`src/rtl/branch_resolve_if.sv`:
```
// Branch request/redirect bundle between decode, the resolver and fetch.
interface branch_resolve_if #(
  parameter int ADDR_WIDTH = 32,
  parameter int CNT_WIDTH  = 16
);
  logic                  br_valid;
  logic                  br_ready;
  logic [2:0]            br_type;
  logic                  more;
  logic                  equal;
  logic                  less;
  logic [ADDR_WIDTH-1:0] pc_plus4;
  logic [15:0]           offset;
  logic                  jump_valid;
  logic [ADDR_WIDTH-1:0] jump_target;
  logic                  flush;
  logic                  flag_err;
  logic [CNT_WIDTH-1:0]  branch_cnt;
  logic [CNT_WIDTH-1:0]  taken_cnt;

  modport master (
    output br_valid, br_type, more, equal, less, pc_plus4, offset,
    input  br_ready, jump_valid, jump_target, flush, flag_err, branch_cnt, taken_cnt
  );

  modport slave (
    input  br_valid, br_type, more, equal, less, pc_plus4, offset,
    output br_ready, jump_valid, jump_target, flush, flag_err, branch_cnt, taken_cnt
  );
endinterface

```
`src/rtl/branch_resolve.sv`:
```
// Resolves branches from compare flags; redirect 1 cycle after accept, then flush for FLUSH_CYCLES.
// br_ready is low from the redirect cycle through the last flush cycle; upstream must hold its request.
module branch_resolve #(
  parameter int ADDR_WIDTH   = 32,
  parameter int FLUSH_CYCLES = 2,
  parameter int CNT_WIDTH    = 16
) (
  input  logic           clk,
  input  logic           rst_n,
  branch_resolve_if.slave br
);

  typedef enum logic [1:0] {IDLE, REDIRECT, FLUSH} state_t;

  state_t                state_q;
  logic                  ready_q;
  logic                  jump_valid_q;
  logic                  flush_q;
  logic                  flag_err_q;
  logic [ADDR_WIDTH-1:0] jump_target_q;
  logic [CNT_WIDTH-1:0]  branch_cnt_q;
  logic [CNT_WIDTH-1:0]  taken_cnt_q;
  logic [3:0]            fcnt_q;

  logic                  accept;
  logic                  flags_ok;
  logic                  cond_d;
  logic                  taken_d;
  logic                  flag_err_d;
  logic [ADDR_WIDTH-1:0] target_d;

  assign accept = br.br_valid & ready_q;

  always_comb begin
    flags_ok = ({br.more, br.equal, br.less} == 3'b100) ||
               ({br.more, br.equal, br.less} == 3'b010) ||
               ({br.more, br.equal, br.less} == 3'b001);
    cond_d = 1'b0;
    case (br.br_type)
      3'b000:  cond_d = br.equal;
      3'b001:  cond_d = !br.equal;
      3'b010:  cond_d = br.less | br.equal;
      3'b011:  cond_d = br.more;
      3'b100:  cond_d = br.less;
      3'b101:  cond_d = br.more | br.equal;
      3'b110:  cond_d = 1'b1;
      default: cond_d = 1'b0;
    endcase
    taken_d    = cond_d & flags_ok;
    flag_err_d = !flags_ok | (br.br_type == 3'b111);
    // Word offset: sign-extend, scale by 4, wrap at ADDR_WIDTH.
    target_d   = br.pc_plus4 + {{(ADDR_WIDTH-18){br.offset[15]}}, br.offset, 2'b00};
  end

  always_ff @(posedge clk or negedge rst_n) begin
    if (!rst_n) begin
      state_q       <= IDLE;
      ready_q       <= 1'b1;
      jump_valid_q  <= 1'b0;
      flush_q       <= 1'b0;
      flag_err_q    <= 1'b0;
      jump_target_q <= '0;
      branch_cnt_q  <= '0;
      taken_cnt_q   <= '0;
      fcnt_q        <= '0;
    end else begin
      flag_err_q   <= 1'b0;
      jump_valid_q <= 1'b0;
      case (state_q)
        IDLE: begin
          if (accept) begin
            flag_err_q <= flag_err_d;
            if (~&branch_cnt_q) branch_cnt_q <= branch_cnt_q + CNT_WIDTH'(1);
            if (taken_d) begin
              if (~&taken_cnt_q) taken_cnt_q <= taken_cnt_q + CNT_WIDTH'(1);
              state_q       <= REDIRECT;
              ready_q       <= 1'b0;
              jump_valid_q  <= 1'b1;
              jump_target_q <= target_d;
              flush_q       <= 1'b1;
            end
          end
        end
        REDIRECT: begin
          if (FLUSH_CYCLES > 1) begin
            // Remaining FLUSH-state cycles after the first one.
            state_q <= FLUSH;
            fcnt_q  <= 4'(FLUSH_CYCLES - 2);
          end else begin
            state_q <= IDLE;
            flush_q <= 1'b0;
            ready_q <= 1'b1;
          end
        end
        FLUSH: begin
          if (fcnt_q == 4'd0) begin
            state_q <= IDLE;
            flush_q <= 1'b0;
            ready_q <= 1'b1;
          end else begin
            fcnt_q <= fcnt_q - 4'd1;
          end
        end
        default: begin
          state_q <= IDLE;
          flush_q <= 1'b0;
          ready_q <= 1'b1;
        end
      endcase
    end
  end

  assign br.br_ready    = ready_q;
  assign br.jump_valid  = jump_valid_q;
  assign br.jump_target = jump_target_q;
  assign br.flush       = flush_q;
  assign br.flag_err    = flag_err_q;
  assign br.branch_cnt  = branch_cnt_q;
  assign br.taken_cnt   = taken_cnt_q;

endmodule

```
`src/flat_wrapper.sv`:
```
// flat-port wrapper written by rule: the top's interface ports become plain ports
module branch_resolve_flat 
#(
  parameter int ADDR_WIDTH   = 32,
  parameter int FLUSH_CYCLES = 2,
  parameter int CNT_WIDTH    = 16
)
  (clk, rst_n, br_br_valid, br_br_type, br_more, br_equal, br_less, br_pc_plus4, br_offset, br_br_ready, br_jump_valid, br_jump_target, br_flush, br_flag_err, br_branch_cnt, br_taken_cnt);
  branch_resolve_if #(.ADDR_WIDTH(ADDR_WIDTH), .CNT_WIDTH(CNT_WIDTH)) br_i ();
  input  logic clk;
  input  logic rst_n;
  input wire logic [$bits(br_i.br_valid)-1:0] br_br_valid;
  input wire logic [$bits(br_i.br_type)-1:0] br_br_type;
  input wire logic [$bits(br_i.more)-1:0] br_more;
  input wire logic [$bits(br_i.equal)-1:0] br_equal;
  input wire logic [$bits(br_i.less)-1:0] br_less;
  input wire logic [$bits(br_i.pc_plus4)-1:0] br_pc_plus4;
  input wire logic [$bits(br_i.offset)-1:0] br_offset;
  output wire logic [$bits(br_i.br_ready)-1:0] br_br_ready;
  output wire logic [$bits(br_i.jump_valid)-1:0] br_jump_valid;
  output wire logic [$bits(br_i.jump_target)-1:0] br_jump_target;
  output wire logic [$bits(br_i.flush)-1:0] br_flush;
  output wire logic [$bits(br_i.flag_err)-1:0] br_flag_err;
  output wire logic [$bits(br_i.branch_cnt)-1:0] br_branch_cnt;
  output wire logic [$bits(br_i.taken_cnt)-1:0] br_taken_cnt;
  assign br_i.br_valid = br_br_valid;
  assign br_i.br_type = br_br_type;
  assign br_i.more = br_more;
  assign br_i.equal = br_equal;
  assign br_i.less = br_less;
  assign br_i.pc_plus4 = br_pc_plus4;
  assign br_i.offset = br_offset;
  assign br_br_ready = br_i.br_ready;
  assign br_jump_valid = br_i.jump_valid;
  assign br_jump_target = br_i.jump_target;
  assign br_flush = br_i.flush;
  assign br_flag_err = br_i.flag_err;
  assign br_branch_cnt = br_i.branch_cnt;
  assign br_taken_cnt = br_i.taken_cnt;
  branch_resolve #(.ADDR_WIDTH(ADDR_WIDTH), .FLUSH_CYCLES(FLUSH_CYCLES), .CNT_WIDTH(CNT_WIDTH)) u_core (.clk(clk), .rst_n(rst_n), .br(br_i));
endmodule
```
`config.mk`:
```
export PLATFORM = sky130hd
export DESIGN_NAME = branch_resolve_flat
export DESIGN_NICKNAME = d
export VERILOG_FILES = /design/src/rtl/branch_resolve_if.sv /design/src/rtl/branch_resolve.sv /design/src/flat_wrapper.sv
export SDC_FILE = /design/constraint.sdc
export NUM_CORES = 1
export LEC_CHECK = 0
export CAP_MARGIN = 15
export CORE_MARGIN = 1
export CORE_UTILIZATION = 31
export CTS_CLUSTER_DIAMETER = 40
export CTS_CLUSTER_SIZE = 30
export DETAILED_ROUTE_END_ITERATION = 6
export GPL_TIMING_DRIVEN = 0
export PLACE_DENSITY_LB_ADDON = 0.12
export SLEW_MARGIN = 40
export SYNTH_ARGS = -nofsm -noshare
export SYNTH_HDL_FRONTEND = slang
export SYNTH_SLANG_ARGS = --single-unit
```
`constraint.sdc`:
```
create_clock -name clk -period 2.6 [get_ports clk]
set_clock_uncertainty 0.1 [all_clocks]
set_input_delay 0.52 -clock clk [delete_from_list [all_inputs] [get_ports clk]]
set_output_delay 0.52 -clock clk [all_outputs]
set_load 0.03 [all_outputs]
```
* Word-level counts from Yosys, hierarchy flattened *
Index checks and enable logic that the tools add are counted.
Widths: inputs -> output; s select.

storage, ports and cells
  flip-flop bits (word level) = 74

cells by class
  add/subtract/negate cells = 4
  eq/ne operators = 16
  muxes and demuxes = 20
  bitwise operators = 8
  reductions and logical operators = 16

operators with widths
  operator               count
  $add 16x1->16 const B  2
  $add 32x32->32         1
  $reduce_and 16->1      2
  $eq 3x3->1 const B     5
  $mux 1                 11
  $eq 3x2->1 const B     3
  $reduce_and 3->1       3
  $pmux 4 s2             1
  $reduce_and 4->1       2
  $pmux 1 s7             1
  $eq 3x1->1 const B     2
  $mux 2                 3
  $ne 2x1->1 const B     3
  $pmux 1 s3             2
  $pmux 2 s3             1
  $logic_not 4->1        1
  $mux 4                 1
  $sub 4x1->4 const B    1
  $logic_not 3->1        1
  $not 1->1              3
  $or 1x1->1             3
  $and 1x1->1            2
  $eq 2x1->1 const B     1
  $eq 2x2->1 const B     1
  6 further kinds        8

* Depth between registers and ports, before layout *
Gate-level depths: netlist of the first run.

  depth in word-level cells = 7
  depth in mapped cells = 9
  gate-level depth less buffers = 9

* Worst setup path before layout of the first run *
OpenSTA, ideal clock, no wires.

  path kind = input to register
  start point = in br_offset[0]
  end point = reg u_core.jump_target_q[26] (netlist: u_core.br.jump_target[26])
  library setup time = 0.135 ns
  arrival time = 2.237 ns
  path slack = 0.129 ns
  stages = 9
  buffers on the path = 0
  path through = ha_1 -> fa_1 -> a21oi_1 -> o21ai_0 -> o21a_1 -> a21o_1 -> a21oi_1 -> xor2_1 -> o21ai_0

on the way
  word-level cells in the longest chain between the ends = 1

ends and longest elaborated chain
  item                    line                  RTL
  start: declaration      flat_wrapper.sv:18    input wire logic [$bits(br_i.offset)-1:0] br_offset;
  $add 32x32->32          branch_resolve.sv:52  target_d = br.pc_plus4 + {{(ADDR_WIDTH-18){br.offset[15]}}, br.offset, 2'b00};
  end signal: assignment  branch_resolve.sv:79  jump_target_q <= target_d;
  end: declaration        branch_resolve.sv:20  logic [ADDR_WIDTH-1:0] jump_target_q;

Every way passes these cells.
A chain may end at the register's enable or synchronous reset.

* Final worst setup path of the first run *
  start point = in br_pc_plus4[13]
  end point = reg u_core.jump_target_q[27] (netlist: u_core.br.jump_target[27])

on the way
  word-level cells in the longest chain between the ends = 1

ends and longest elaborated chain
  item                line                  RTL
  start: declaration  flat_wrapper.sv:17    input wire logic [$bits(br_i.pc_plus4)-1:0] br_pc_plus4;
  $add 32x32->32      branch_resolve.sv:52

Every way passes these cells.

==> results of run 1 <==
[power breakdown]
group          switching, mW  internal, mW  total, mW
clock network          0.443         0.761       1.20
logic                  0.335         0.275      0.610
registers                  0          1.15       1.15
total                  0.778          2.19       2.97
[routing by layer]
layer | vias up | part of all wire, % | wire length [µm] | GRT usage [%]
met5 | - | 0 | 0 | 0
met4 | 0 | 1.8 | 227 | 5.17
met3 | 11 | 3.2 | 412 | 2.96
met2 | 95 | 48 | 6170 | 27.7
met1 | 2006 | 47 | 5940 | 22.2
li1 | 2093 | - | - | -
[cells by family after synthesis]
family                   Yosys count  share of synthesized area (%)
AND/OR/NAND/NOR                  174                           18.4
AO/OA/AOI/OAI                    136                           19.0
flip-flops                        74                           39.9
XOR/XNOR                          57                           10.7
adder cells (fa/ha/maj)           33                           9.05
buffers and inverters             28                           2.42
multiplexers                       2                          0.485
[Yosys cell counts (2+ instances only)]
| cell type | instances | area share, % |
|---|---|---|
| nand4_1 | 14 | 1.9 |
| o21ai_0 | 40 | 4.3 |
| mux2_2 | 2 | 0.48 |
| a21boi_0 | 4 | 0.65 |
| a41oi_1 | 3 | 0.57 |
| o211ai_1 | 4 | 0.65 |
| nor2b_1 | 2 | 0.27 |
| nor3_1 | 6 | 0.65 |
| o221ai_1 | 2 | 0.38 |
| and2_1 | 5 | 0.67 |
| ha_1 | 32 | 8.6 |
| nand3_1 | 21 | 2.3 |
| o2111ai_1 | 2 | 0.38 |
| dfrtp_1 | 73 | 39 |
| xnor2_1 | 40 | 7.5 |
| nor2_1 | 20 | 1.6 |
| nand2_1 | 79 | 6.4 |
| o21ai_1 | 3 | 0.32 |
| xor2_1 | 17 | 3.2 |
| or3_1 | 2 | 0.27 |
| o21a_1 | 6 | 0.97 |
| a21oi_1 | 34 | 3.7 |
| o2111a_1 | 2 | 0.48 |
| clkbuf_1 | 12 | 0.97 |
| and4_1 | 4 | 0.75 |
| and2b_1 | 2 | 0.32 |
| o21bai_1 | 3 | 0.48 |
| o31ai_1 | 5 | 0.81 |
| inv_1 | 14 | 1.1 |
| or4_1 | 3 | 0.48 |
| a21o_1 | 8 | 1.3 |
| a221o_1 | 2 | 0.43 |
| or2_2 | 3 | 0.40 |
| a31oi_1 | 4 | 0.54 |
| and3_1 | 7 | 0.94 |
[metrics by stage]
step | util (%) | TNS [ps] | setup WS [ps] | std cells
5_1_grt | 45.6 | -70.9 | -41.4 | 827
4_1_cts | 44.9 | 0 | 13.3 | 829
6_report | 45.6 | 0 | 40.7 | 827
2_1_floorplan | - | 0 | 129 | 504
3_3_place_gp | 41.9 | -148740 | -1770 | 812
3_5_place_dp | 42.1 | -21260 | -1010 | 813
[area by class of cell]
type | instances | area share [%]
multi-input cells | 402 | 43.6
flip-flops and latches | 74 | 27.8
repair buffers | 128 | 19.3
clock buffers | 12 | 3.70
well taps | 184 | 3.46
inverters | 15 | 0.846
plain buffers | 8 | 0.658
clock inverters | 3 | 0.602
diodes | 1 | 0.0376
[worst reg2reg max path, delay by kind of cell (launching register included)]
family	cells	cell delay (ps)
and+or+nand+nor	5	1200
DFF	1	440
xor gates and xnor gates	1	110
AOI/OAI and AO/OA	1	290
[sequential cells by signal, indices dropped and copies added (netlist names)]
name / count
u_core.br.jump_target: 32
u_core.br.branch_cnt: 16
u_core.br.taken_cnt: 16
u_core.fcnt_q: 4
u_core.state_q: 2
u_core.br.br_ready: 1
u_core.br.flag_err: 1
u_core.br.flush: 1
u_core.br.jump_valid: 1
[how the worst min path moves through the flow]
| stage | endpoint | slack [ps] | cells after the start | startpoint |
|---|---|---|---|---|
| final | u_core.br.branch_cnt[0] | 5 | 1 | rst_n |
| after global routing | u_core.br.branch_cnt[5] | 30 | 1 | rst_n |
| after CTS | u_core.br.branch_cnt[0] | 20 | 1 | rst_n |
| after detailed placement | u_core.br.branch_cnt[5] | 370 | 1 | rst_n |
| after global placement | u_core.br.jump_target[1] | 370 | 2 | u_core.br.jump_target[1] |
| after floorplan | u_core.br.branch_cnt[0] | 120 | 0 | rst_n |
[timing repair]
action	CTS	global route
setup endpoints to repair	24	29
pin swaps	13	10
buffers inserted	3	0
resized for setup	40	32
==> metrics, run 1 <==
status=finished, final reports clean; routability congestion estimate=0.806; Worst Setup EP=u_core.br.jump_target[27]; vias in the first global route=4205; post-synth cell types=59; cell family with most CP delay=simple AND/OR/NAND/NOR gates; drt total wl=12700 µm; post-layout instance area=0.00666 mm²; CTS tree=built; Seq/Total Area, Yosys=39.9%; routed len/inst=15.4 µm; Gate Count Post-Synth=504; cts hold-fix bufs=0; total power after layout=2.97 mW; R2R Path End=u_core.br.branch_cnt[13]; Min-Delay Path Class=primary input to async pin; Synth Net Count=594; Cell Chain, Critical Path=clkdlybuf4s50_1, ha_4, and2_4, nand3_2, o41ai_4, a21oi_2, or4_1, nand3_1; Die Y=124 µm; post-route ant nets=0; Synth Area per Inst=9.22 µm²; FMAX=391 MHz; drt first pass iters=4; crit start category=primary input; I/O pins=125; CP startpoint=br_pc_plus4[13]; DRT iter0 DRCs=285; final hold slack=4.72 ps; vias per cell=5.08; reg2reg start=u_core.br.branch_cnt[6]; post-place instance area=0.00614 mm²; most common cell after layout, fill and taps aside=clkdlybuf4s50_1; Rows=44; Overflow after GRT=0; initial antenna violation count=1; routed via count=4205; number of port buffers=124; Max-slew headroom=57.4%; RSZ-0062 raised after global routing=true; Critical Path RT=2760 ps; Synthesis Warnings=0; first-pass GRT wire length=21000 µm; Worst Reg2Reg Path Length in Cells=7; # fillers=1404; Post-synth EDFFs=0; Total GRT Usage=16.8%; Least-Margin Pin Slew=635 ps; # Max-Cap Violations=0; CP peak stage delay=520 ps; Final setup viols=0; slowest library cell on the worst path=o41ai_4; fin crit share=98.4%; Initial Utilization=31.8%; commonest cells after routing, fill and taps aside=113 x clkdlybuf4s50_1, 79 x nand2_1, 73 x dfrtp_1; NumNets Final=728; VDD IR max=0.000310 V; Top FF cell, synth=dfrtp_1; FF/Latch Area=0.00185 mm²; Syn-to-layout area delta=43.3%; final-report hold violation count=0; clk sinks=74; crit path time final=2560 ps; Worst-Skew Late Latency=330 ps; die width=124 µm; pin count of the biggest net entering global routing=43; HPWL Detailed=9960 µm; Synth async-reset ratio=100%; CP endpoint kind=flip-flop; worst path bufs/invs=1; clock buffer depth=2; clk root buf=clkbuf_16; Synth Cell Area=0.00465 mm²; Worst-path clk slew=60 ps; arrival time of the worst setup path=2720 ps; H-tree depth=3; multi-input logic area=0.00290 mm²; drc violations=0; share of cells above drive strength 1=12.6%; max-slew violation count=0; synthesis-stage register bit count=74; crit path max fanout=5; Num CTS Buffers=9; Crit path depth=8; Leak=2.88 nW; critical path class=primary input to flip-flop; Die Area=0.0155 mm²; PwrDens=446 mW/mm²; Core ar.=0.0146 mm²; flop2flop setup slack=340 ps
No activity file was read; power rests on OpenSTA's default activity.
==> run 2, diff against run 1 <==
--- a/config.mk
+++ b/config.mk
@@ -17,3 +17,4 @@
 export SYNTH_ARGS = -nofsm -noshare
 export SYNTH_HDL_FRONTEND = slang
 export SYNTH_SLANG_ARGS = --single-unit
+export TNS_END_PERCENT = 10
==> run 2 against run 1 <==
Combinational power shrank 1%. Flip-flop and latch count is the same. Count of clock-buffer cells in the layout is the same. Global-route usage shrank 0.065 points. Register-to-register slack is essentially flat. Die area is the same. Via count grew 0.69%. Highest routed layer unchanged.
==> metrics, run 2 (same netlist as run 1, synthesis figures left out) <==
status=finished, final reports clean; vias in the first global route=4190 (-0.36%); CTS tree=built; Overflow after GRT=0 (unchanged); worst path bufs/invs=1 (unchanged); Critical Path RT=2760 ps (about the same); arrival time of the worst setup path=2730 ps (about the same); flop2flop setup slack=340 ps (about the same); max reg flops=32 (unchanged); HPWL Detailed=9960 µm (unchanged); # Max-Cap Violations=0 (unchanged); fin crit share=98.9% (+0.50 points); # fillers=1408 (+0.28%); reg2reg start=u_core.br.branch_cnt[6]; Max-slew headroom=57.4% (unchanged); clock buffer depth=2 (unchanged); crit path time final=2570 ps (+13.0 ps); cell family with most CP delay=simple AND/OR/NAND/NOR gates; Die Area=0.0155 mm² (unchanged); CP peak stage delay=480 ps (-40 ps); post-route ant nets=0 (unchanged); Syn-to-layout area delta=42.8%; R2R Path End=u_core.br.branch_cnt[13]; Num CTS Buffers=9 (unchanged); FMAX=389 MHz (-0.51%); I/O pins=125 (unchanged); clk root buf=clkbuf_16; Cell Chain, Critical Path=clkdlybuf4s50_1, ha_1, nand4_1, and3_4, o41ai_4, a21oi_2, or4_1, nand3_1; PwrDens=447 mW/mm² (+0.31%); total power after layout=2.96 mW (about the same); slowest library cell on the worst path=o41ai_4; multi-input logic area=0.00284 mm² (-2.0%); routed via count=4234 (+0.69%); Worst Reg2Reg Path Length in Cells=7 (unchanged); final-report hold violation count=0 (unchanged); critical path class=primary input to flip-flop; number of port buffers=124 (unchanged); Leak=2.88 nW (about the same); Layout Cells excl Fill=833 (+0.73%); routed len/inst=15.2 µm (-1.4%); Final setup viols=0 (unchanged); drt total wl=12700 µm (-0.64%); initial antenna violation count=1 (unchanged); Min-Delay Path Class=primary input to async pin; crit start category=primary input; Total GRT Usage=16.7% (-0.065 points); share of cells above drive strength 1=12.0% (-0.58 points); drt first pass iters=4 (unchanged); routability congestion estimate=0.806 (unchanged); max-slew violation count=0 (unchanged); Worst-path clk slew=60 ps (about the same); FF/Latch Area=0.00185 mm² (unchanged); Die Y=124 µm (unchanged); vias per cell=5.08 (about the same); Core ar.=0.0146 mm² (unchanged); RSZ-0062 raised after global routing=true; pin count of the biggest net entering global routing=43 (unchanged); first-pass GRT wire length=20900 µm (-0.46%); Initial Utilization=31.8% (unchanged); NumNets Final=734 (+0.82%); Rows=44 (unchanged); Placed Cells=813 (unchanged); H-tree depth=3 (unchanged); VDD IR max=0.000310 V (about the same); Least-Margin Pin Slew=635 ps (unchanged); die width=124 µm (unchanged); crit path max fanout=4 (-1); clk sinks=74 (unchanged); most common cell after layout, fill and taps aside=clkdlybuf4s50_1; Worst-Skew Late Latency=330 ps (about the same); DRT iter0 DRCs=261 (-8.4%); commonest cells after routing, fill and taps aside=115 x clkdlybuf4s50_1, 79 x nand2_1, 73 x dfrtp_1; drc violations=0 (unchanged); CP endpoint kind=flip-flop
## run 2: cell count changes in the layout (fill, tap and decap cells not counted), moves of 2 or more
| cell | before | now |
|---|---|---|
| a21oi_2 | 12 | 14 |
| a21oi_4 | 2 | 0 |
| buf_4 | 3 | 7 |
| clkdlybuf4s50_1 | 113 | 115 |
| dlymetal6s2s_1 | 4 | 2 |
| ha_1 | 24 | 27 |
| ha_2 | 6 | 4 |
## run 2: area by class of cell
class,instances,share of cell area [%]
plain buffers,10,0.811
flip-flops and latches,74,27.9
clock inverters,3,0.604
inverters,15,0.849
well taps,184,3.47
diodes,1,0.0377
clock buffers,12,3.72
repair buffers,132,19.7
multi-input cells,402,42.8
## run 2: power breakdown
group / switching [mW] / internal (mW)
sequential: 0 / 1.15
clock: 0.448 / 0.761
combinational: 0.329 / 0.274
total: 0.777 / 2.19
## run 2: worst max path at each step
stage              startpoint                         to  depth (start not counted)
2_1_floorplan    br_offset[0]  u_core.br.jump_target[26]                          9
3_3_place_gp            rst_n   u_core.br.jump_target[8]                          1
3_5_place_dp    br_offset[15]  u_core.br.jump_target[25]                         10
4_1_cts         br_offset[11]  u_core.br.jump_target[27]                          8
5_1_grt        br_pc_plus4[2]  u_core.br.jump_target[26]                         10
6_report         br_offset[2]  u_core.br.jump_target[27]                          8
## run 2: through the flow
step	hold WS, ps	TNS, ps	util, %	cell area [µm²]	setup slack [ps]
after floorplan	124	0	-	4650	129
after global placement	366	-148740	41.9	6120	-1770
after detailed placement	368	-21260	42.1	6140	-1010
after CTS	17.6	-106	44.7	6530	-59.9
after global routing	32.6	-273	45.5	6630	-74.3
final	4.57	0	45.5	6630	27.6
## run 2: routing by layer
metal	share of wire, %	GRT usage [%]	wire, µm
met1	47	22.2	5900
met2	48	27.6	6110
met3	3.3	2.96	421
met4	1.8	5.17	227
met5	0	0	0
## run 2: what timing repair did
item / in CTS / in global routing
cloned: 0 / 0
pin swaps: 13 / 6
resized for setup: 34 / 31
hold buffers: 0 / 0
setup endpoints to repair: 24 / 29
setup buffers: 3 / 4
==> run 3, diff against run 2 <==
--- a/config.mk
+++ b/config.mk
@@ -7,7 +7,7 @@
 export LEC_CHECK = 0
 export CAP_MARGIN = 15
 export CORE_MARGIN = 1
-export CORE_UTILIZATION = 31
+export CORE_UTILIZATION = 49
 export CTS_CLUSTER_DIAMETER = 40
 export CTS_CLUSTER_SIZE = 30
 export DETAILED_ROUTE_END_ITERATION = 6
==> run 3 against run 2 <==
The run now ends with negative setup slack left. Routed wire length shrank 7.5%. Die area fell by 36%. Largest cell class unchanged. Final cell count is 8.6% lower. Sequential share of layout area rose by 0.55 points. Flip-flop and latch count stayed put. Count of clock-buffer cells in the layout fell by 1. Power shrank 3.9%.
==> metrics, run 3 (same netlist as run 1, synthesis figures left out) <==
clk root buf=clkbuf_8; PwrDens=438 mW/mm² (-2.1%); Num CTS Buffers=9 (unchanged); Leak=2.86 nW (-0.64%); Syn-to-layout area delta=40.0%; status=finished with violations; Final WS setup=-23.8 ps (-51.4 ps); Max-slew headroom=61.8% (+4.4 points); Overflow after GRT=0 (unchanged); Antenna diodes=0 (-1); Worst-Skew Late Latency=340 ps (about the same); post-route ant nets=0 (unchanged); most common cell after layout, fill and taps aside=clkdlybuf4s50_1; Die Y=99.4 µm (-20%); Total GRT Usage=23.9% (+7.1 points); arrival time of the worst setup path=2730 ps (about the same); H-tree depth=3 (unchanged); final hold slack=380 ps (+375 ps); initial antenna violation count=0 (-1); pre-CTS WS=-878 ps (+134 ps); post-layout instance area=0.00650 mm² (-1.9%); global route hottest layer=met2; HPWL Detailed=9070 µm (-8.9%); Die Area=0.00987 mm² (-36%); number of port buffers=124 (unchanged); # Max-Cap Violations=0 (unchanged); Critical Path RT=2710 ps (-50 ps); routed len/inst=15.4 µm (+1.3%); critical path class=primary input to flip-flop; met2 Usage GRT=43.8% (+16 points); routed via count=4309 (+1.8%); Placed Cells=740 (-9.0%); drt total wl=11700 µm (-7.5%); Layout Cells excl Fill=761 (-8.6%); FMAX=381 MHz (-2.0%); setup TNS=-41.2 ps (-41.2 ps); fin crit share=101% (+2.0 points); CP endpoint kind=flip-flop; clk sinks=74 (unchanged); clock buffer depth=2 (unchanged); drc violations=0 (unchanged); die width=99.4 µm (-20%); met3 usage=1.76% (-1.2 points); max reg flops=32 (unchanged); Rows=35 (-20%); NumNets Final=735 (+0.14%); max-slew violation count=0 (unchanged); Final setup viols=4 (+4); share of cells above drive strength 1=11.1% (-0.96 points); crit path time final=2620 ps (+51.4 ps); final-report hold violation count=0 (unchanged); routability congestion estimate=0.968 (+20%); Initial Utilization=50.5% (+19 points); DRT iter0 DRCs=144 (-45%); crit start category=primary input; vias in the first global route=4193 (+0.072%); pin count of the biggest net entering global routing=39 (-9.3%); VDD IR max=0.000295 V (-4.9%); first-pass GRT wire length=19100 µm (-8.8%); CTS tree=built; Core ar.=0.00920 mm² (-37%); post-place instance area=0.00605 mm² (-1.5%); drt first pass iters=4 (unchanged); commonest cells after routing, fill and taps aside=118 x clkdlybuf4s50_1, 79 x nand2_1, 73 x dfrtp_1; grt met1 use=29.5% (+7.3 points); crit path max fanout=5 (+1); Worst-path clk slew=70 ps (about the same); Least-Margin Pin Slew=565 ps (-70.0 ps); Min-Delay Path Class=flip-flop to flip-flop; I/O pins=125 (unchanged); failing checks=negative setup slack; RSZ-0062 raised after global routing=true; vias per cell=5.66 (+11%)
[run 3: cell count changes in the layout (fill, tap and decap cells not counted), sizes merged]
cell / previous run / this run
dlygate4sd2: 5 / 2
bufinv: 1 / 3
clkdlybuf4s50: 115 / 118
diode: 1 / 0
clkbuf: 20 / 21
buf: 12 / 10
dlygate4sd3: 0 / 1
[run 3: path summary, 6_finish.rpt]
path | end | slack [ps] | startpoint | depth (start not counted)
min in group asynchronous | u_core.br.branch_cnt[13] | 530 | rst_n | 2
worst min register to register | u_core.br.jump_target[0] | 380 | u_core.br.jump_target[0] | 2
worst max register to register | u_core.br.branch_cnt[13] | 330 | u_core.br.branch_cnt[6] | 7
worst min-delay path | u_core.br.jump_target[0] | 380 | u_core.br.jump_target[0] | 2
worst max-delay path | u_core.br.jump_target[23] | -20 | br_offset[6] | 10
max in group asynchronous | u_core.br.br_ready | 1290 | rst_n | 3
[run 3: per-layer routing]
metal | vias to the layer above | wire length, µm
li1 | 2102 | -
met1 | 2073 | 5050
met2 | 114 | 6030
met3 | 20 | 428
met4 | 0 | 212
met5 | - | 0
[run 3: metrics by stage]
| stage | utilization [%] | total power [mW] |
|---|---|---|
| 6_report | 70.7 | 2.85 |
| 4_1_cts | 69.6 | 2.82 |
| 2_1_floorplan | - | 1.50 |
| 5_1_grt | 70.7 | 2.96 |
| 3_3_place_gp | 65.5 | 1.69 |
| 3_5_place_dp | 65.8 | 1.70 |
[run 3: worst max-delay path: stages]
cell and delay [ps]:
clkdlybuf4s50_1 400, ha_1 380, a21oi_2 190, o21ai_0 150, a41oi_2 290, o41ai_4 160, buf_4 170, a31oi_1 180
xor2_1 180, o21ai_0 90
[run 3: power by group]
part / internal, mW / switching (mW)
Sequential: 1.15 / 0
Clock: 0.687 / 0.412
Combinational: 0.273 / 0.326
Total: 2.11 / 0.738
[run 3: area by class of cell]
type                            instances  area [µm²]
Clock inverter                          5         100
Tap cell                              111         139
Timing Repair Buffer                  131        1310
Clock buffer                           11         151
Multi-Input combinational cell        402        2840
Sequential cell                        74        1850
Fill cell                             728        2690
Buffer                                 12        56.3
Inverter                               15        56.3
[run 3: repair_timing]
item	in CTS	in global routing
resized for setup	25	30
endpoints found under the setup margin	19	27
buffers inserted	2	3
pin swaps	5	11
hold buffers	1	0
endpoints found under the hold margin	37	0
